--- src/rtl/inst_itf_resp.sv ---
// Instruction fetch responder: one-entry line buffer in front of a
// fixed-latency SRAM. Requests are range/alignment checked, served from the
// buffer on a hit, or read from SRAM on a miss. All outputs are registered.
module inst_itf_resp #(
  parameter logic [31:0] BASE_ADDR   = 32'h0,
  parameter logic [31:0] END_ADDR    = 32'h0fff,
  parameter int          WAIT_CYCLES = 2,
  parameter int          SRAM_AW     = 10
) (
  input  logic               clk_i,
  input  logic               rst_i,
  input  logic               inst_req_i,
  input  logic [31:0]        inst_addr_i,
  output logic               inst_ack_o,
  output logic [31:0]        inst_data_o,
  output logic               inst_error_o,
  input  logic               flush_i,
  output logic               sram_en_o,
  output logic [SRAM_AW-1:0] sram_addr_o,
  input  logic [31:0]        sram_rdata_i,
  output logic               busy_o
);

  typedef enum logic [2:0] {IDLE, CHECK, READ, WAIT, RESP} state_t;

  localparam logic [31:0] SPAN    = END_ADDR - BASE_ADDR;
  localparam logic [3:0]  WAIT_LD = 4'(WAIT_CYCLES);

  state_t       state, state_nx;
  logic [31:0]  addr_q;
  logic [3:0]   cnt_q;
  logic         flush_seen;
  logic         buf_valid;
  logic [31:0]  buf_tag, buf_data;

  logic [31:0]  offset;
  logic         addr_err, hit;
  logic         ack_nx, err_nx, en_nx, load;
  logic [31:0]  data_nx;

  // Offset from the base doubles as the range check (wraps when below base)
  // and as the SRAM word address source.
  assign offset   = addr_q - BASE_ADDR;
  assign addr_err = (offset > SPAN) || (addr_q[1:0] != 2'b00);
  assign hit      = buf_valid && (buf_tag == addr_q) && !flush_i;

  // State register.
  always_ff @(posedge clk_i) begin
    if (rst_i) state <= IDLE;
    else       state <= state_nx;
  end

  // Next state and next values of the registered outputs.
  always_comb begin
    state_nx = state;
    ack_nx   = 1'b0;
    err_nx   = 1'b0;
    en_nx    = 1'b0;
    data_nx  = 32'h0;
    load     = 1'b0;
    case (state)
      IDLE:  if (inst_req_i) state_nx = CHECK;
      CHECK: begin
        if (addr_err) begin
          state_nx = RESP;
          ack_nx   = 1'b1;
          err_nx   = 1'b1;
        end else if (hit) begin
          state_nx = RESP;
          ack_nx   = 1'b1;
          data_nx  = buf_data;
        end else begin
          state_nx = READ;
          en_nx    = 1'b1;
        end
      end
      READ:  state_nx = WAIT;
      WAIT: begin
        if (cnt_q == 4'd1) begin
          state_nx = RESP;
          ack_nx   = 1'b1;
          data_nx  = sram_rdata_i;
          load     = !flush_seen && !flush_i;
        end
      end
      RESP:    state_nx = IDLE;
      default: state_nx = IDLE;
    endcase
  end

  // Request capture, wait counter and per-transaction flush tracking.
  always_ff @(posedge clk_i) begin
    if (rst_i) begin
      addr_q     <= 32'h0;
      cnt_q      <= 4'd0;
      flush_seen <= 1'b0;
    end else begin
      if (state == IDLE && inst_req_i) begin
        addr_q     <= inst_addr_i;
        flush_seen <= flush_i;
      end else if (flush_i) begin
        flush_seen <= 1'b1;
      end
      if (state == READ)      cnt_q <= WAIT_LD;
      else if (state == WAIT) cnt_q <= cnt_q - 4'd1;
    end
  end

  // Line buffer: flush always wins over a fill in the same cycle.
  always_ff @(posedge clk_i) begin
    if (rst_i) begin
      buf_valid <= 1'b0;
      buf_tag   <= 32'h0;
      buf_data  <= 32'h0;
    end else begin
      if (flush_i)   buf_valid <= 1'b0;
      else if (load) buf_valid <= 1'b1;
      if (load) begin
        buf_tag  <= addr_q;
        buf_data <= sram_rdata_i;
      end
    end
  end

  // Registered outputs; data/error are zero whenever ack is low.
  always_ff @(posedge clk_i) begin
    if (rst_i) begin
      inst_ack_o   <= 1'b0;
      inst_error_o <= 1'b0;
      inst_data_o  <= 32'h0;
      sram_en_o    <= 1'b0;
      sram_addr_o  <= '0;
      busy_o       <= 1'b0;
    end else begin
      inst_ack_o   <= ack_nx;
      inst_error_o <= err_nx;
      inst_data_o  <= data_nx;
      sram_en_o    <= en_nx;
      if (en_nx) sram_addr_o <= SRAM_AW'(offset >> 2);
      busy_o       <= (state_nx != IDLE);
    end
  end

endmodule

--- config.mk ---
export PLATFORM = sky130hd
export DESIGN_NAME = inst_itf_resp
export DESIGN_NICKNAME = d
export VERILOG_FILES = /design/src/rtl/inst_itf_resp.sv
export SDC_FILE = /design/constraint.sdc
export NUM_CORES = 1
export LEC_CHECK = 0
export ABC_AREA = 1
export CAP_MARGIN = 30
export CORE_UTILIZATION = 40
export DETAILED_ROUTE_END_ITERATION = 6
export HOLD_SLACK_MARGIN = 0.12
export PLACE_DENSITY = 0.68
export SYNTH_ARGS = -nofsm -noshare
export SYNTH_HDL_FRONTEND = slang
export SYNTH_SLANG_ARGS = --single-unit
--- constraint.sdc ---
create_clock -name clk_i -period 1.5 [get_ports clk_i]
set_input_delay 0.15 -clock clk_i [delete_from_list [all_inputs] [get_ports clk_i]]
set_output_delay 0.15 -clock clk_i [all_outputs]
set_load 0.01 [all_outputs]
* After elaboration in Yosys (flattened, before gate mapping)
Cells that the tools add are included.
** Storage, ports and cells
- Bits in registers :: 151
- Output and inout bits :: 46
** Operators by class
- Add/sub/neg operators :: 1
- Magnitude comparators :: 1
- Equal/unequal tests :: 5
- Multiplexer cells :: 23
- Bitwise gates (word level) :: 1
- Reduce and logical (&&, ||, !) cells :: 15
** Operator list (count)
- 32-bit 2-to-1 mux :: 3
- 32-bit one-hot mux with 2 select lines :: 1
- 32-bit == test :: 1
- 32-bit by 12-bit greater-than comparator with 1-bit output (second input constant) :: 1
- 3-bit 2-to-1 mux :: 4
- 3-bit one-hot mux with 4 select lines :: 1
- 1-bit 2-to-1 mux :: 11
- 3-bit by 2-bit == test with 1-bit output (second input constant) :: 2
- 2-bit nonzero test :: 3
- 2-bit OR reduction :: 3
- 4-bit by 1-bit == test with 1-bit output (second input constant) :: 1
- 1-bit logical AND :: 4
- 2-bit 2-to-1 mux :: 2
- 4-bit by 1-bit subtractor with 4-bit output (second input constant) :: 1
- 3-bit by 1-bit == test with 1-bit output (second input constant) :: 1
- 3-bit zero test :: 1
- 3-bit nonzero test :: 1
- 1-bit zero test :: 2
- 1-bit one-hot mux with 2 select lines :: 1
- 1-bit logical OR :: 1
- 1-bit NOT :: 1

* Logic depth before layout (Yosys ltp)
- Depth after elaboration :: 7
- Depth in mapped cells :: 14
- Depth with buffers taken out :: 13

* Least setup slack after synthesis
Ideal clock, no wire load.
- Path type :: reg-to-reg
- Start point :: reg cnt_q[1]
- End point :: reg buf_data[20]
- Setup time :: 0.116 ns
- Data arrival time :: 1.471 ns
- Setup slack :: -0.087 ns
- Cell stages (with the launch flop) :: 10
- Period minus slack after synthesis :: 1.587 ns
- Cells stage by stage :: dfxtp_1 -> inv_1 -> ha_1 -> nand4_1 -> nor2_2 -> nand2_2 -> buf_2 -> clkbuf_1 -> o21ai_0 -> nor2_1
** Between the ends
- Longest elaborated chain between the ends :: 3
** RTL lines
- start, declared :: RTL line 31 : logic [3:0] cnt_q;
- start signal, assigned :: RTL line 105 : else if (state == WAIT) cnt_q <= cnt_q - 4'd1;
- 4-bit by 1-bit == test with 1-bit output :: RTL line 79 : if (cnt_q == 4'd1) begin
- 1-bit 2-to-1 mux :: RTL line 79
- 1-bit 2-to-1 mux :: RTL line 61 : case (state)
- end signal, assigned :: RTL line 120 : buf_data <= sram_rdata_i;
- end, declared :: RTL line 34 : logic [31:0] buf_tag, buf_data;
Every way passes these cells.
A chain may end at the register's enable or synchronous reset.

* Worst setup path in the final report
- Start point :: reg buf_tag[0]
- End point :: reg inst_data_o[22]
** Between the ends
- Longest elaborated chain between the ends :: 6
** RTL lines
- start, declared :: RTL line 34
- start signal, assigned :: RTL line 119 : buf_tag <= addr_q;
- 32-bit == test :: RTL line 45 : assign hit = buf_valid && (buf_tag == addr_q) && !flush_i;
- 1-bit logical AND (2 in a row) :: RTL line 45
- 32-bit 2-to-1 mux :: RTL line 68 : end else if (hit) begin
- 32-bit 2-to-1 mux :: RTL line 64 : if (addr_err) begin
- 32-bit one-hot mux with 2 select lines :: RTL line 61
- end signal, assigned :: RTL line 137 : inst_data_o <= data_nx;
- end, declared :: RTL line 15 : output logic [31:0] inst_data_o,
Every way passes these cells.

==> run summary <==
• clock slew at the register clock pins of the worst setup and hold paths: 60 ps
• FP Rows: 45
• Setup crit end kind: register
• Die Area: 0.0163 mm^2
• global-route wire length before repair: 25.0 mm
• largest fanout of any net on the critical path: 6
• final setup fails: 112
• routability cong.: 0.782
• Worst Setup EP: inst_data_o[22]
• prevailing post-synth register cell: sky130_fd_sc_hd__dfxtp_1
• placeable core area: 0.0153 mm^2
• Mean Syn Cell Area: 7.73 um^2
• Seq cells post-synth: 151
• utilization after layout: 63.5%
• count of TritonRoute iterations in the first routing pass: 7
• Min Hold Slack: 158 ps
• placed cell count: 1,164
• fraction of final layout cells sized beyond drive strength 1: 33.7%
• number of unique standard cell types used by synthesis: 31
• Detail Placement HPWL: 9.85 mm
• Gate Count Post-Synth: 816
• area of all sequential standard cells: 0.00309 mm^2
• H-tree Lvls: 4
• setup slack after layout: -265 ps
• setup repair after global routing missed its margin: yes
• cell with the biggest individual delay on the critical path: sky130_fd_sc_hd__dfxtp_4
• mux share of post-synthesis cell area: 0%
• run status: complete, but fails checks
• area added between synthesis and finish: 54.3%
• horizontal die dimension: 128 um
• TritonCTS clock tree: done
• largest family of logic cells by synthesized area: simple AND/OR/NAND/NOR gates
• remaining routing DRC violations: 0
• Max clock buf depth: 2
• Highest Clock Rate: 567 MHz
• CP Class: reg2reg
• number of port buffers: 113
• die height: 128 um
• max-capacitance violation count: 0
• number of antenna violations at the first check in global routing: 0
• ANT nets after route: 0
• final standard cell count with taps included and fillers excluded: 1,227
• Synth area leaders: sky130_fd_sc_hd__dfxtp_1 (48%), sky130_fd_sc_hd__nor2_1 (8.9%), sky130_fd_sc_hd__nand2_1 (8.1%)
• area share of the largest cell type after synthesis: 47.9%
• placed cell areas: 0.00809 mm^2
• detailed-route wire length: 19.2 mm
• crit path time final: 1760 ps
• Seq/Total Area, Yosys: 47.9%
• total number of clock tree sinks: 151
• final hold violations: 0
• post-synthesis share of cell area spent on full adders, half adders and majority gates: 0.397%
• per-cell routed wire length: 15.6 um
• worst ir drop on vdd: 0.800 mV
• Setup TNS Final: -13,620 ps
• CTS Root Buffer Type: sky130_fd_sc_hd__clkbuf_16
• leading cell type in the layout, fill and taps excluded: sky130_fd_sc_hd__nand2_1
• worst r2r dst: inst_data_o[22]
• net count after synthesis: 886
• violated checks: negative setup slack
• clock buffer count from CTS: 17
• post-synthesis instance area: 0.00631 mm^2
• Slew @ Worst Pin: 666 ps
• Syn. warnings: 0
• xor/xnor cell area share of the yosys netlist: 1.25%
• depth of the worst register-to-register path: 11
• leading cell types in the layout, fill and taps excluded: sky130_fd_sc_hd__nand2_1 (125), sky130_fd_sc_hd__nor2_1 (118), sky130_fd_sc_hd__dfxtp_1 (117)
• stages on the worst setup path: 11
• share of the synthesized area in compound gates (AO/OA/AOI/OAI): 16.1%
• post-route clock skew: 11.6 ps
• type of element launching the critical path: register
• critical path data required time: 1830 ps
• worst max-slew margin expressed relative to the limit: 55.4%
• arrival time reported for the critical path endpoint: 2100 ps
• total inserted antenna cells: 0
• leftover overflow at the end of global routing: 0
• iteration-0 DRC count of the detailed router: 412
• async set-reset flop share out of synthesis: 0%
• combined buffer and inverter count along the critical path: 2
• number of top-level pins: 114
• overall routing resource usage: 19.6%
• class of the most critical hold timing path: in2reg
• crit path from: buf_tag[0]
• design area: 0.00973 mm^2
• nets: 1,075
• Via density: 4.95
• max-slew violations: 0
• biggest area consumer among synthesized cells: sky130_fd_sc_hd__dfxtp_1
• fillers: 1,254
• via count of the first global-routing pass: 5,248
• final clock period utilization by the worst path: 118%
• number of vias after detailed routing: 6,071
• largest net degree at the start of global routing: 60
• number of enable flip-flop cells after synthesis: 0
• leakage power: 3.91 nW
• share of synthesized cell area in and, or, nand and nor gates: 25.9%
• power per standard cell area: 979 mW/mm^2
• area of the multi-input gates: 0.00315 mm^2
• startpoint of the lowest-slack register-to-register path: buf_tag[0]
• max incr delay on CP: 360 ps
• flop-to-flop setup slack: -260 ps
• Hold Crit Depth: 4
• Initial Utilization: 41.2%
• later-pin clock latency in the skew report: 430 ps
• crit path cell chain: inv_1 -> nand2_1 -> nand2_2 -> nor2_4 -> nand2_2 -> nor2_2 -> nand3_2 -> nor2_8 -> clkbuf_16 -> nand3_2 -> a21oi_1
• kind of cell adding the most delay to the critical path: simple AND/OR/NAND/NOR gates
-- tightest hold or removal path, stage by stage --
cell	delay [ps]
sky130_fd_sc_hd__buf_2	130
sky130_fd_sc_hd__inv_2	140
sky130_fd_sc_hd__o21ai_2	80
sky130_fd_sc_hd__nor2_1	40
-- power breakdown --
group,internal [mW],total (mW),switching [mW]
Combinational,0.485,0.977,0.492
Clock,2.60,4.34,1.74
Sequential,4.10,4.21,0.102
-- sequential cells by signal (all words and copies together), names as in the netlist --
signal and cells:
buf_tag 32, inst_error_o 1, buf_data 32, sram_en_o 1, inst_ack_o 1, addr_q 32
sram_addr_o 10, state 3, busy_o 1, cnt_q 4, inst_data_o 32, flush_seen 1
buf_valid 1
-- logic make-up (layout without fill, tap and decap cells) --
kind of cell	Yosys count	count (layout)
adders and majority gates	2	2
AOI/OAI and AO/OA	183	183
DFF	151	151
and+or+nand+nor	353	354
xor gates and xnor gates	9	9
buffers and inverters	118	317
-- stage by stage --
stage	power, mW	setup WS [ps]
6_report	9.52	-265
5_1_grt	9.86	-388
4_1_cts	9.42	-122
3_5_place_dp	5.11	-339
3_3_place_gp	5.11	-288
2_1_floorplan	4.64	-17.6
-- what timing repair did --
| action | CTS | global route |
|---|---|---|
| hold buffers | 1 | 0 |
| pin swaps | 7 | 45 |
| setup buffers | 3 | 8 |
| endpoints found under the hold margin | 3 | 0 |
| setup endpoints to repair | 99 | 117 |
| cloned | 1 | 20 |
| resized for setup | 38 | 184 |
-- how the worst min path moves through the flow --
stage,from,endpoint,slack (ps)
after floorplan,flush_i,flush_seen,290
after global placement,rst_i,inst_data_o[31],420
after detailed placement,rst_i,inst_data_o[31],430
after CTS,rst_i,buf_data[5],140
after global routing,rst_i,buf_data[3],160
final,rst_i,buf_data[3],160
-- final cells by class --
class                           count  area share [%]
Clock buffer                       19            4.45
Clock inverter                     11            1.57
Inverter                           72            2.96
Multi-Input combinational cell    548            32.4
Sequential cell                   151            31.7
Tap cell                          211            2.71
Timing Repair Buffer              215            24.2
-- metal layers --
metal  share of wire, %  vias up  global-route usage (%)
li1                   -     3004                       -
met1                 42     2808                    24.7
met2                 50      212                    32.6
met3                5.5       47                    4.36
met4                2.7        0                    7.70
met5                  0        -                       0
-- Yosys cell counts, types with 5 or more instances --
cell / n
sky130_fd_sc_hd__inv_2: 18
sky130_fd_sc_hd__nand2_1: 136
sky130_fd_sc_hd__clkbuf_1: 29
sky130_fd_sc_hd__nand3_2: 32
sky130_fd_sc_hd__o21ai_0: 96
sky130_fd_sc_hd__nand4_1: 6
sky130_fd_sc_hd__xnor2_1: 5
sky130_fd_sc_hd__nor2_2: 6
sky130_fd_sc_hd__a21oi_1: 56
sky130_fd_sc_hd__dfxtp_1: 151
sky130_fd_sc_hd__nand2_2: 5
sky130_fd_sc_hd__inv_1: 53
sky130_fd_sc_hd__nand3_1: 10
sky130_fd_sc_hd__a21oi_2: 25
sky130_fd_sc_hd__nor2_1: 149
sky130_fd_sc_hd__buf_2: 8
No activity file was read; power rests on OpenSTA's default activity.
